--- src/rtl/burst_mem_reader_pkg.sv ---
// Shared types and default sizes for the burst memory reader.
// Optional checksum output is enabled with BURST_RD_CHECKSUM_EN.
package burst_mem_reader_pkg;

    localparam int ADDR_W_DEF     = 10;
    localparam int DATA_W_DEF     = 4;
    localparam int LEN_W_DEF      = 11;
    localparam int FIFO_DEPTH_DEF = 4;

    typedef enum logic [1:0] {
        ST_IDLE  = 2'd0,
        ST_READ  = 2'd1,
        ST_DRAIN = 2'd2
    } state_e;

    // Pointer width for a buffer of the given depth (at least one bit).
    function automatic int fifo_ptr_w(input int depth);
        if (depth > 1) begin
            return $clog2(depth);
        end else begin
            return 1;
        end
    endfunction

endpackage

--- src/rtl/burst_mem_reader_if.sv ---
// Command, RAM read port and output stream of the burst reader.
// The checksum signal exists only when BURST_RD_CHECKSUM_EN is defined.
interface burst_mem_reader_if
    import burst_mem_reader_pkg::*;
#(
    parameter int ADDR_W = ADDR_W_DEF,
    parameter int DATA_W = DATA_W_DEF,
    parameter int LEN_W  = LEN_W_DEF
) ();

    logic              start;
    logic [ADDR_W-1:0] start_addr;
    logic [LEN_W-1:0]  len;
    logic              busy;
    logic              done;
    logic [ADDR_W-1:0] rd_addr;
    logic [DATA_W-1:0] rd_data;
    logic              out_valid;
    logic              out_ready;
    logic [DATA_W-1:0] out_data;
`ifdef BURST_RD_CHECKSUM_EN
    logic [DATA_W-1:0] checksum;
`endif

    modport master (
`ifdef BURST_RD_CHECKSUM_EN
        output checksum,
`endif
        input  start,
        input  start_addr,
        input  len,
        output busy,
        output done,
        output rd_addr,
        input  rd_data,
        output out_valid,
        input  out_ready,
        output out_data
    );

    modport slave (
`ifdef BURST_RD_CHECKSUM_EN
        input  checksum,
`endif
        output start,
        output start_addr,
        output len,
        input  busy,
        input  done,
        input  rd_addr,
        output rd_data,
        input  out_valid,
        output out_ready,
        input  out_data
    );

endinterface

--- src/rtl/burst_rd_fifo.sv ---
// Small synchronous output buffer for the burst reader; head is the
// oldest entry, count is the occupancy before the current edge.
module burst_rd_fifo
    import burst_mem_reader_pkg::*;
#(
    parameter int DATA_W = DATA_W_DEF,
    parameter int DEPTH  = FIFO_DEPTH_DEF
) (
    input  logic                         clk,
    input  logic                         rst_n,
    input  logic                         push,
    input  logic [DATA_W-1:0]            push_data,
    input  logic                         pop,
    output logic [DATA_W-1:0]            head,
    output logic [$clog2(DEPTH+1)-1:0]   count,
    output logic                         empty
);

    localparam int PTR_W = fifo_ptr_w(DEPTH);
    localparam int CNT_W = $clog2(DEPTH + 1);

    logic [DATA_W-1:0] mem_r [DEPTH];
    logic [PTR_W-1:0]  wr_ptr_r;
    logic [PTR_W-1:0]  rd_ptr_r;
    logic [CNT_W-1:0]  count_r;
    logic              push_ok_s;
    logic              pop_ok_s;

    function automatic logic [PTR_W-1:0] ptr_inc(input logic [PTR_W-1:0] ptr);
        if (ptr == PTR_W'(DEPTH - 1)) begin
            return PTR_W'(0);
        end else begin
            return ptr + PTR_W'(1);
        end
    endfunction

    // Qualify requests against the current occupancy.
    always_comb begin
        push_ok_s = push && (count_r != CNT_W'(DEPTH));
        pop_ok_s  = pop && (count_r != CNT_W'(0));
    end

    // Storage; cleared on reset so the head reads zero when empty.
    always_ff @(posedge clk or negedge rst_n) begin
        if (!rst_n) begin
            for (int i = 0; i < DEPTH; i++) begin
                mem_r[i] <= DATA_W'(0);
            end
        end else if (push_ok_s) begin
            mem_r[wr_ptr_r] <= push_data;
        end
    end

    // Pointers and occupancy; a simultaneous push and pop leaves count unchanged.
    always_ff @(posedge clk or negedge rst_n) begin
        if (!rst_n) begin
            wr_ptr_r <= PTR_W'(0);
            rd_ptr_r <= PTR_W'(0);
            count_r  <= CNT_W'(0);
        end else begin
            if (push_ok_s) begin
                wr_ptr_r <= ptr_inc(wr_ptr_r);
            end
            if (pop_ok_s) begin
                rd_ptr_r <= ptr_inc(rd_ptr_r);
            end
            case ({push_ok_s, pop_ok_s})
                2'b10:   count_r <= count_r + CNT_W'(1);
                2'b01:   count_r <= count_r - CNT_W'(1);
                default: count_r <= count_r;
            endcase
        end
    end

    assign head  = mem_r[rd_ptr_r];
    assign count = count_r;
    assign empty = (count_r == CNT_W'(0));

endmodule

--- src/rtl/burst_mem_reader.sv ---
// Burst read sequencer: walks consecutive RAM addresses, hides the one-cycle
// read latency and streams words with backpressure. BURST_RD_CHECKSUM_EN adds an XOR checksum.
module burst_mem_reader
    import burst_mem_reader_pkg::*;
#(
    parameter int ADDR_W     = ADDR_W_DEF,
    parameter int DATA_W     = DATA_W_DEF,
    parameter int LEN_W      = LEN_W_DEF,
    parameter int FIFO_DEPTH = FIFO_DEPTH_DEF
) (
    input logic                 clk,
    input logic                 rst_n,
    burst_mem_reader_if.master  bus
);

    localparam int CNT_W = $clog2(FIFO_DEPTH + 1);

    state_e            state_r;
    logic [ADDR_W-1:0] addr_r;
    logic [ADDR_W-1:0] last_addr_r;
    logic [LEN_W-1:0]  remaining_r;
    logic              inflight_r;
    logic              busy_r;
    logic              done_r;

    logic              issue_s;
    logic              push_s;
    logic              pop_s;
    logic              drain_done_s;
    logic [CNT_W:0]    occupancy_s;
    logic [CNT_W-1:0]  fifo_count_s;
    logic              fifo_empty_s;
    logic [DATA_W-1:0] fifo_head_s;

    burst_rd_fifo #(
        .DATA_W (DATA_W),
        .DEPTH  (FIFO_DEPTH)
    ) u_fifo (
        .clk       (clk),
        .rst_n     (rst_n),
        .push      (push_s),
        .push_data (bus.rd_data),
        .pop       (pop_s),
        .head      (fifo_head_s),
        .count     (fifo_count_s),
        .empty     (fifo_empty_s)
    );

    // Credit check: a read is only issued if its word is guaranteed a slot,
    // counting the word already on its way back from the RAM.
    always_comb begin
        occupancy_s = {1'b0, fifo_count_s} + {{CNT_W{1'b0}}, inflight_r};
        push_s      = inflight_r;
        pop_s       = !fifo_empty_s && bus.out_ready;
        if ((state_r == ST_READ) && (remaining_r != LEN_W'(0)) &&
            (occupancy_s < (CNT_W + 1)'(FIFO_DEPTH))) begin
            issue_s = 1'b1;
        end else begin
            issue_s = 1'b0;
        end
        if (!inflight_r && ((fifo_count_s == CNT_W'(0)) ||
                            ((fifo_count_s == CNT_W'(1)) && pop_s))) begin
            drain_done_s = 1'b1;
        end else begin
            drain_done_s = 1'b0;
        end
    end

    // Sequencer state, address walk, busy and done.
    always_ff @(posedge clk or negedge rst_n) begin
        if (!rst_n) begin
            state_r     <= ST_IDLE;
            addr_r      <= ADDR_W'(0);
            remaining_r <= LEN_W'(0);
            busy_r      <= 1'b0;
            done_r      <= 1'b0;
        end else begin
            done_r <= 1'b0;
            case (state_r)
                ST_IDLE: begin
                    if (bus.start) begin
                        if (bus.len == LEN_W'(0)) begin
                            done_r <= 1'b1;
                        end else begin
                            addr_r      <= bus.start_addr;
                            remaining_r <= bus.len;
                            busy_r      <= 1'b1;
                            state_r     <= ST_READ;
                        end
                    end
                end
                ST_READ: begin
                    if (issue_s) begin
                        addr_r      <= addr_r + ADDR_W'(1);
                        remaining_r <= remaining_r - LEN_W'(1);
                        if (remaining_r == LEN_W'(1)) begin
                            state_r <= ST_DRAIN;
                        end
                    end
                end
                ST_DRAIN: begin
                    if (drain_done_s) begin
                        done_r  <= 1'b1;
                        busy_r  <= 1'b0;
                        state_r <= ST_IDLE;
                    end
                end
                default: begin
                    busy_r  <= 1'b0;
                    state_r <= ST_IDLE;
                end
            endcase
        end
    end

    // Tag each issue so the RAM output is captured exactly one cycle later;
    // also remember the last issued address so RD_ADDR holds between issues.
    always_ff @(posedge clk or negedge rst_n) begin
        if (!rst_n) begin
            inflight_r  <= 1'b0;
            last_addr_r <= ADDR_W'(0);
        end else begin
            inflight_r <= issue_s;
            if (issue_s) begin
                last_addr_r <= addr_r;
            end
        end
    end

    assign bus.rd_addr   = issue_s ? addr_r : last_addr_r;
    assign bus.busy      = busy_r;
    assign bus.done      = done_r;
    assign bus.out_valid = !fifo_empty_s;
    assign bus.out_data  = fifo_head_s;

`ifdef BURST_RD_CHECKSUM_EN
    logic [DATA_W-1:0] checksum_r;

    // Running XOR of handed-over words, restarted on every accepted START.
    always_ff @(posedge clk or negedge rst_n) begin
        if (!rst_n) begin
            checksum_r <= DATA_W'(0);
        end else if ((state_r == ST_IDLE) && bus.start) begin
            checksum_r <= DATA_W'(0);
        end else if (pop_s) begin
            checksum_r <= checksum_r ^ fifo_head_s;
        end
    end

    assign bus.checksum = checksum_r;
`endif

endmodule

--- src/flat_wrapper.sv ---
// flat-port wrapper written by rule: the top's interface ports become plain ports
module burst_mem_reader_flat import burst_mem_reader_pkg::*;
#(
    parameter int ADDR_W     = ADDR_W_DEF,
    parameter int DATA_W     = DATA_W_DEF,
    parameter int LEN_W      = LEN_W_DEF,
    parameter int FIFO_DEPTH = FIFO_DEPTH_DEF
)
  (clk, rst_n, bus_start, bus_start_addr, bus_len, bus_busy, bus_done, bus_rd_addr, bus_rd_data, bus_out_valid, bus_out_ready, bus_out_data);
  burst_mem_reader_if #(.ADDR_W(ADDR_W), .DATA_W(DATA_W), .LEN_W(LEN_W)) bus_i ();
  input logic clk;
  input logic rst_n;
  input wire logic [$bits(bus_i.start)-1:0] bus_start;
  input wire logic [$bits(bus_i.start_addr)-1:0] bus_start_addr;
  input wire logic [$bits(bus_i.len)-1:0] bus_len;
  output wire logic [$bits(bus_i.busy)-1:0] bus_busy;
  output wire logic [$bits(bus_i.done)-1:0] bus_done;
  output wire logic [$bits(bus_i.rd_addr)-1:0] bus_rd_addr;
  input wire logic [$bits(bus_i.rd_data)-1:0] bus_rd_data;
  output wire logic [$bits(bus_i.out_valid)-1:0] bus_out_valid;
  input wire logic [$bits(bus_i.out_ready)-1:0] bus_out_ready;
  output wire logic [$bits(bus_i.out_data)-1:0] bus_out_data;
  assign bus_i.start = bus_start;
  assign bus_i.start_addr = bus_start_addr;
  assign bus_i.len = bus_len;
  assign bus_busy = bus_i.busy;
  assign bus_done = bus_i.done;
  assign bus_rd_addr = bus_i.rd_addr;
  assign bus_i.rd_data = bus_rd_data;
  assign bus_out_valid = bus_i.out_valid;
  assign bus_i.out_ready = bus_out_ready;
  assign bus_out_data = bus_i.out_data;
  burst_mem_reader #(.ADDR_W(ADDR_W), .DATA_W(DATA_W), .LEN_W(LEN_W), .FIFO_DEPTH(FIFO_DEPTH)) u_core (.clk(clk), .rst_n(rst_n), .bus(bus_i));
endmodule
--- config.mk ---
export PLATFORM = sky130hd
export DESIGN_NAME = burst_mem_reader_flat
export DESIGN_NICKNAME = d
export VERILOG_FILES = /design/src/rtl/burst_mem_reader_pkg.sv /design/src/rtl/burst_mem_reader_if.sv /design/src/rtl/burst_rd_fifo.sv /design/src/rtl/burst_mem_reader.sv /design/src/flat_wrapper.sv
export SDC_FILE = /design/constraint.sdc
export NUM_CORES = 1
export LEC_CHECK = 0
export BUFFER_PORTS_ARGS = -buffer_cell sky130_fd_sc_hd__buf_2
export CELL_PAD_IN_SITES_DETAIL_PLACEMENT = 1
export CELL_PAD_IN_SITES_GLOBAL_PLACEMENT = 1
export CORE_MARGIN = 2
export CORE_UTILIZATION = 48
export CTS_CLUSTER_SIZE = 20
export DETAILED_ROUTE_END_ITERATION = 8
export PLACE_DENSITY_LB_ADDON = 0.12
export SLEW_MARGIN = 40
export SYNTH_ARGS = -nofsm -noshare
export SYNTH_HDL_FRONTEND = slang
export SYNTH_HIERARCHICAL = 1
export SYNTH_SLANG_ARGS = --single-unit
--- constraint.sdc ---
create_clock -name clk -period 3.6 [get_ports clk]
set_clock_uncertainty 0.05 [all_clocks]
set_input_delay 0.18 -clock clk [delete_from_list [all_inputs] [get_ports clk]]
set_output_delay 0.18 -clock clk [all_outputs]
set_load 0.005 [all_outputs]
==> metrics.cfg, run 1 <==
[floorplan]
core_area_um2=6422
initial_utilization=0.5011
placementRows=29
chipHeight_um=85.88
ioPinCount=46
die_w_um=85.88
die-area_um2=7375

[yosys]
yosys_most_used_dff=dfrtp_1
synthArstFlopShare=1.000
synth_edf_count=0
synthXorXnorAreaFrac=0.008165
syn-cell-area_um2=3218
synth_top_family_by_area=simple AND/OR/NAND/NOR gates
yosys_warnings=6
syn_inst=319
seq_area_frac_synth=0.4588
synth.ff_latch_count=59
synth-adder-area-share=0.04510
synthSimpleGateAreaFrac=0.2080
yosys-mux-area-fraction=0.1042
synth_cell_types=59
synth_nets=359
synth_compound_area_frac=0.1349
avgSynthCellArea_um2=10.09

[sta]
fin_crit_ns=3.090
slew_headroom=0.5388
fin_setup_tns_ns=0
finalCritPeriodShare=0.8585
max_freq_mhz=323.6
rsz0062_at_grt=false
slew_violations=0
finalHoldViolations=0
worst_pin_slew_ns=0.6918
finalHoldWorstSlack_ns=0.02172
setup_viol=0

[place]
gp_congestion=0.8786
dpl_cell_area_um2=3471
dpl.cell_count=429
hpwl_mm=5.807
io_buffers=45

[drt]
drtIter0Drc=107
drtAntennaViolNets=0
dr.pass1.iters=6
wl_mm=8.139
routedWlPerCell_um=18.25
drc=5
vias_per_cell=5.908
vias=2635

[pwr]
netSwitchingPower_mw=1.340
power.density_nw_per_um2=900.0
ir_drop_mv=0.4136
clkPwrFrac=0.185
internal_power_mw=1.974
switching_share=0.4043
p_seq_frac=0.396
p_leak_nw=1.661
combPwrFrac=0.419

[status]
outcome=finished, violations left
violations=DRC

[min_path]
hold_depth=3
holdCritPathClass=in2reg

[setup_path]
crit_fanout=29
worstPathRequired_ns=3.37
cp_cell_sequence=nor2b_1 > buf_4 > and2_1 > nand2_2 > inv_1 > nand2_1 > nand2_1 > buf_2
crit_path_end_kind=output pin
r2r_cells=7
cp_slowest_stage_delay_ns=0.57
startpoint_type=register
crit_top_cell=nand2_1
cp.depth=8
crit_family=simple AND/OR/NAND/NOR gates
path_buf_inv=3
criticalPathCategory=reg2out
cp.arrival_ns=2.86
slowest_stage=dfrtp_1

[layout]
final_common_cell=dfrtp_1
final_cells=446
nets=404
num_antenna_cells=0
fin_area_um2=3682
most-common-layout-cells=59 x dfrtp_1, 52 x nand2_1, 45 x buf_2, 19 x nor2_1, 19 x mux2_2
drive_gt1_frac=0.2710
area_growth_pct=14.42

[clock_tree]
cts.path.max_buffers=2
cts_root_buffer=clkbuf_8
cts_made_buffers=9
cts_tree=built
clk_latency_ns=0.34
cts_resized=0
clkTransAtPathRegs_ns=0.07
clkSinkCount=59
htreeDepth=3

[global_routing]
grt_pass1_wl_mm=13.75
track_usage=0.2415
grt_max_degree=33
antenna_found_initial=0
grt_pass1_vias=2739
grt_overflow=0

[job]
maxCapViolCount=0

power by group through the flow:
stage | registers (mW) | clock network (mW) | logic (mW)
6_report | 1.31 | 0.614 | 1.39
3_3_place_gp | 1.30 | 0 | 1.32
5_1_grt | 1.37 | 0.656 | 1.58
3_5_place_dp | 1.32 | 0 | 1.39
2_1_floorplan | 1.21 | 0 | 1.06
4_1_cts | 1.31 | 0.627 | 1.40
cell usage after synthesis (2+ instances only):
library cell,count,area (um^2)
nor2b_1,3,18.77
mux4_2,4,90.09
a211oi_1,2,15.01
nor2_1,19,71.32
or2_2,2,12.51
nor3_1,10,50.05
and2_1,3,18.77
ha_1,10,125.1
nor4_2,2,25.02
o21ai_0,15,75.07
inv_1,11,41.29
mux2i_1,2,20.02
a211oi_2,2,25.02
buf_6,2,22.52
o22ai_1,7,43.79
mux2_2,19,214.0
dfrtp_1,59,1476
nand2b_1,4,25.02
nand2_1,52,195.2
nand3_1,10,50.05
a221o_1,2,20.02
o211ai_1,3,22.52
nand4_1,4,25.02
xor2_1,2,17.52
nand2b_4,2,27.53
or3_1,4,25.02
nor4_1,3,18.77
a21oi_1,18,90.09
clkbuf_1,4,15.01
buf_2,6,30.03
a31oi_1,5,31.28
through the flow:
step	total power [mW]	utilization	worst slack, ns
floorplan	2.264	-	1.625
global placement	2.622	0.5395	1.020
detailed placement	2.704	0.5404	0.8766
CTS	3.342	0.5733	0.4887
global route	3.597	0.5733	0.2466
finish	3.314	0.5733	0.5095
cell families (layout without fill, tap and decap cells):
group,Yosys count,in the layout
buffers and inverters,25,75
AOI/OAI and AO/OA,67,67
and+or+nand+nor,128,128
DFF,59,59
muxes,26,26
adders and majority gates,11,11
xor gates and xnor gates,3,3
per-layer routing:
layer | vias to the layer above | track usage | wire [um]
met4 | 0 | 0.08225 | 116
met2 | 71 | 0.3904 | 3889
met1 | 1315 | 0.3240 | 3772
li1 | 1238 | - | -
met3 | 11 | 0.05005 | 361
met5 | - | 0 | 0
state kept, by name, summed over array words and instances (netlist names):
name	flops
u_core/last_addr_r	10
u_core/inflight_r	1
u_core/remaining_r	11
u_core/u_fifo/mem_r	16
u_core/state_r	2
u_core/u_fifo/wr_ptr_r	2
u_core/u_fifo/rd_ptr_r	2
u_core/addr_r	10
u_core/bus.busy	1
u_core/bus.done	1
u_core/u_fifo/count	3
worst min-delay path: cells and delay by family:
kind,cells,cell delay (ns)
AND/OR/NAND/NOR,1,0.04
AO/OA/AOI/OAI,1,0.08
buffers and inverters,1,0.07
layout make-up:
cell class | count | area [um^2]
well taps | 77 | 96.34
clock inverters | 7 | 77.57
flip-flops and latches | 59 | 1476
clock buffers | 9 | 123.9
repair buffers | 48 | 250.2
inverters | 11 | 41.29
fillers | 764 | 2740
multi-input cells | 235 | 1617
path summary, 6_finish.rpt:
| kind | to | slack [ns] | startpoint |
|---|---|---|---|
| max | bus_rd_addr[0] | 0.51 | u_core/state_r[0]$_DFFE_PN0P_ |
| min | u_core/addr_r[2]$_DFFE_PN0P_ | 0.02 | bus_start_addr[2] |
| max reg2reg | u_core/addr_r[6]$_DFFE_PN0P_ | 0.93 | u_core/state_r[0]$_DFFE_PN0P_ |
| min reg2reg | u_core/last_addr_r[9]$_DFF_PN0_ | 0.43 | u_core/last_addr_r[9]$_DFF_PN0_ |
| max in group asynchronous | u_core/addr_r[3]$_DFFE_PN0P_ | 2.23 | rst_n |
| min in group asynchronous | u_core/u_fifo/mem_r[4]$_DFFE_PN0P_ | 0.38 | rst_n |
timing repair:
item | CTS | global route
endpoints found under the setup margin | 0 | 0
hold endpoints to repair | 27 | 0
hold buffers | 1 | 0
setup buffers | 0 | 0
(Power assumes the default switching activity.)
==> run 2: changes to the inputs <==
Settings changed: PLACE_DENSITY_LB_ADDON 0.12 to 0.1, REMOVE_ABC_BUFFERS set to 1.
==> metrics.cfg, run 2 (synthesized netlist as in run 1, its figures left out) <==
[layout]
multi_input_area_um2=1610
most-common-layout-cells=59 x dfrtp_1, 52 x nand2_1, 44 x buf_2, 19 x nor2_1, 19 x mux2_2
final_common_cell=dfrtp_1
fill_cells=742
largest_registers=u_core/u_fifo/mem_r (16), u_core/remaining_r (11)
fin_area_um2=3712
num_antenna_cells=0
drive_gt1_frac=0.2676
largest_register_ff_count=16
area.sequential_um2=1476
nets=405
area_growth_pct=15.36
top_register=u_core/u_fifo/mem_r

[status]
violations=DRC
outcome=finished, violations left

[clock_tree]
cts_root_buffer=clkbuf_8
htreeDepth=3
cts_tree=built
cts_made_buffers=9
clk_latency_ns=0.34
cts.path.max_buffers=2
clkSinkCount=59
clkTransAtPathRegs_ns=0.07
cts_resized=0

[sta]
fin_crit_ns=3.046
slew_headroom=0.5559
rsz0062_at_grt=false
finalHoldWorstSlack_ns=0.02020
setup_viol=0
finalHoldViolations=0
fin_setup_tns_ns=0
max_freq_mhz=328.2
slew_violations=0
finalCritPeriodShare=0.8462
worst_pin_slew_ns=0.6661

[drt]
vias=2639
wl_met1_mm=3.863
drc=3
vias_per_cell=5.904
drtIter0Drc=137
routed.top_layer=met4
routedWlPerCell_um=18.65
dr.pass1.iters=6
route.met3.wl_um=348
wl_mm=8.338
drtAntennaViolNets=0
met2_length_mm=3.978

[global_routing]
grt_max_degree=41
track_usage=0.2476
grt_overflow=0
grt_pass1_vias=2815
antenna_found_initial=0
grt_pass1_wl_mm=14.09

[setup_path]
crit_path_end_kind=output pin
crit_fanout=29
criticalPathCategory=reg2out
cp.arrival_ns=2.82
startpoint_type=register
worstPathRequired_ns=3.37

[job]
maxCapViolCount=0

[floorplan]
die-area_um2=7375
ioPinCount=46
chipHeight_um=85.88
placementRows=29
initial_utilization=0.5011
core_area_um2=6422
die_w_um=85.88

[pwr]
ir_drop_mv=0.3913
power.density_nw_per_um2=916.1
p_leak_nw=1.690

[place]
gp_congestion=0.8423
dpl_cell_area_um2=3475
hpwl_mm=5.793
io_buffers=45

[min_path]
holdCritPathClass=in2reg

run 2: critical path, stage by stage (launching register included):
cell     delay [ns]
dfrtp_1        0.53
nor2b_1        0.18
buf_4          0.30
and2_1         0.33
nand2_2        0.27
inv_1          0.48
nand2_1        0.15
nand2_1        0.11
buf_2          0.12
run 2: timing repair:
action,in CTS,in global routing
hold endpoints to repair,39,0
setup buffers,0,0
hold buffers,1,0
run 2: through the flow:
step / setup WS [ns] / utilization / std cells / total power, mW
final: 0.5535 / 0.5780 / 447 / 3.401
after global routing: 0.2968 / 0.5780 / 447 / 3.670
after CTS: 0.5296 / 0.5780 / 447 / 3.429
after detailed placement: 0.9376 / 0.5410 / 430 / 2.699
after global placement: 0.9813 / 0.5406 / 430 / 2.617
after floorplan: 0.8975 / - / 305 / 2.202
run 2: layer usage:
layer,GRT usage,up-vias
met5,0,-
met2,0.3996,56
met4,0.09091,0
met3,0.04812,12
li1,-,1236
met1,0.3319,1335
run 2: layout make-up:
class                           instances  area share
Multi-Input combinational cell        235      0.4338
Sequential cell                        59      0.3977
Timing Repair Buffer                   49     0.07010
Clock buffer                           12     0.04179
Tap cell                               77     0.02595
Clock inverter                          4     0.01955
Inverter                               11     0.01112
run 2: path summary, 6_finish.rpt:
path                                                         from                                  to  slack, ns  cells after the start
worst max-delay path                u_core/state_r[0]$_DFFE_PN0P_                      bus_rd_addr[2]       0.55                      8
worst min-delay path                            bus_start_addr[3]        u_core/addr_r[3]$_DFFE_PN0P_       0.02                      2
worst max register to register  u_core/remaining_r[0]$_DFFE_PN0P_   u_core/remaining_r[5]$_DFFE_PN0P_       0.90                      8
min in group asynchronous                                   rst_n  u_core/u_fifo/mem_r[6]$_DFFE_PN0P_       0.33                      2
worst min register to register    u_core/last_addr_r[1]$_DFF_PN0_     u_core/last_addr_r[1]$_DFF_PN0_       0.42                      2
max in group asynchronous                                   rst_n     u_core/last_addr_r[6]$_DFF_PN0_       2.52                      3
run 2: where the power goes:
| group | switching, mW | leakage (nW) | internal, mW |
|---|---|---|---|
| registers | 0.327 | 0.692 | 0.989 |
| clock network | 0.275 | 0.113 | 0.427 |
| logic | 0.719 | 0.886 | 0.664 |
| total | 1.32 | 1.69 | 2.08 |
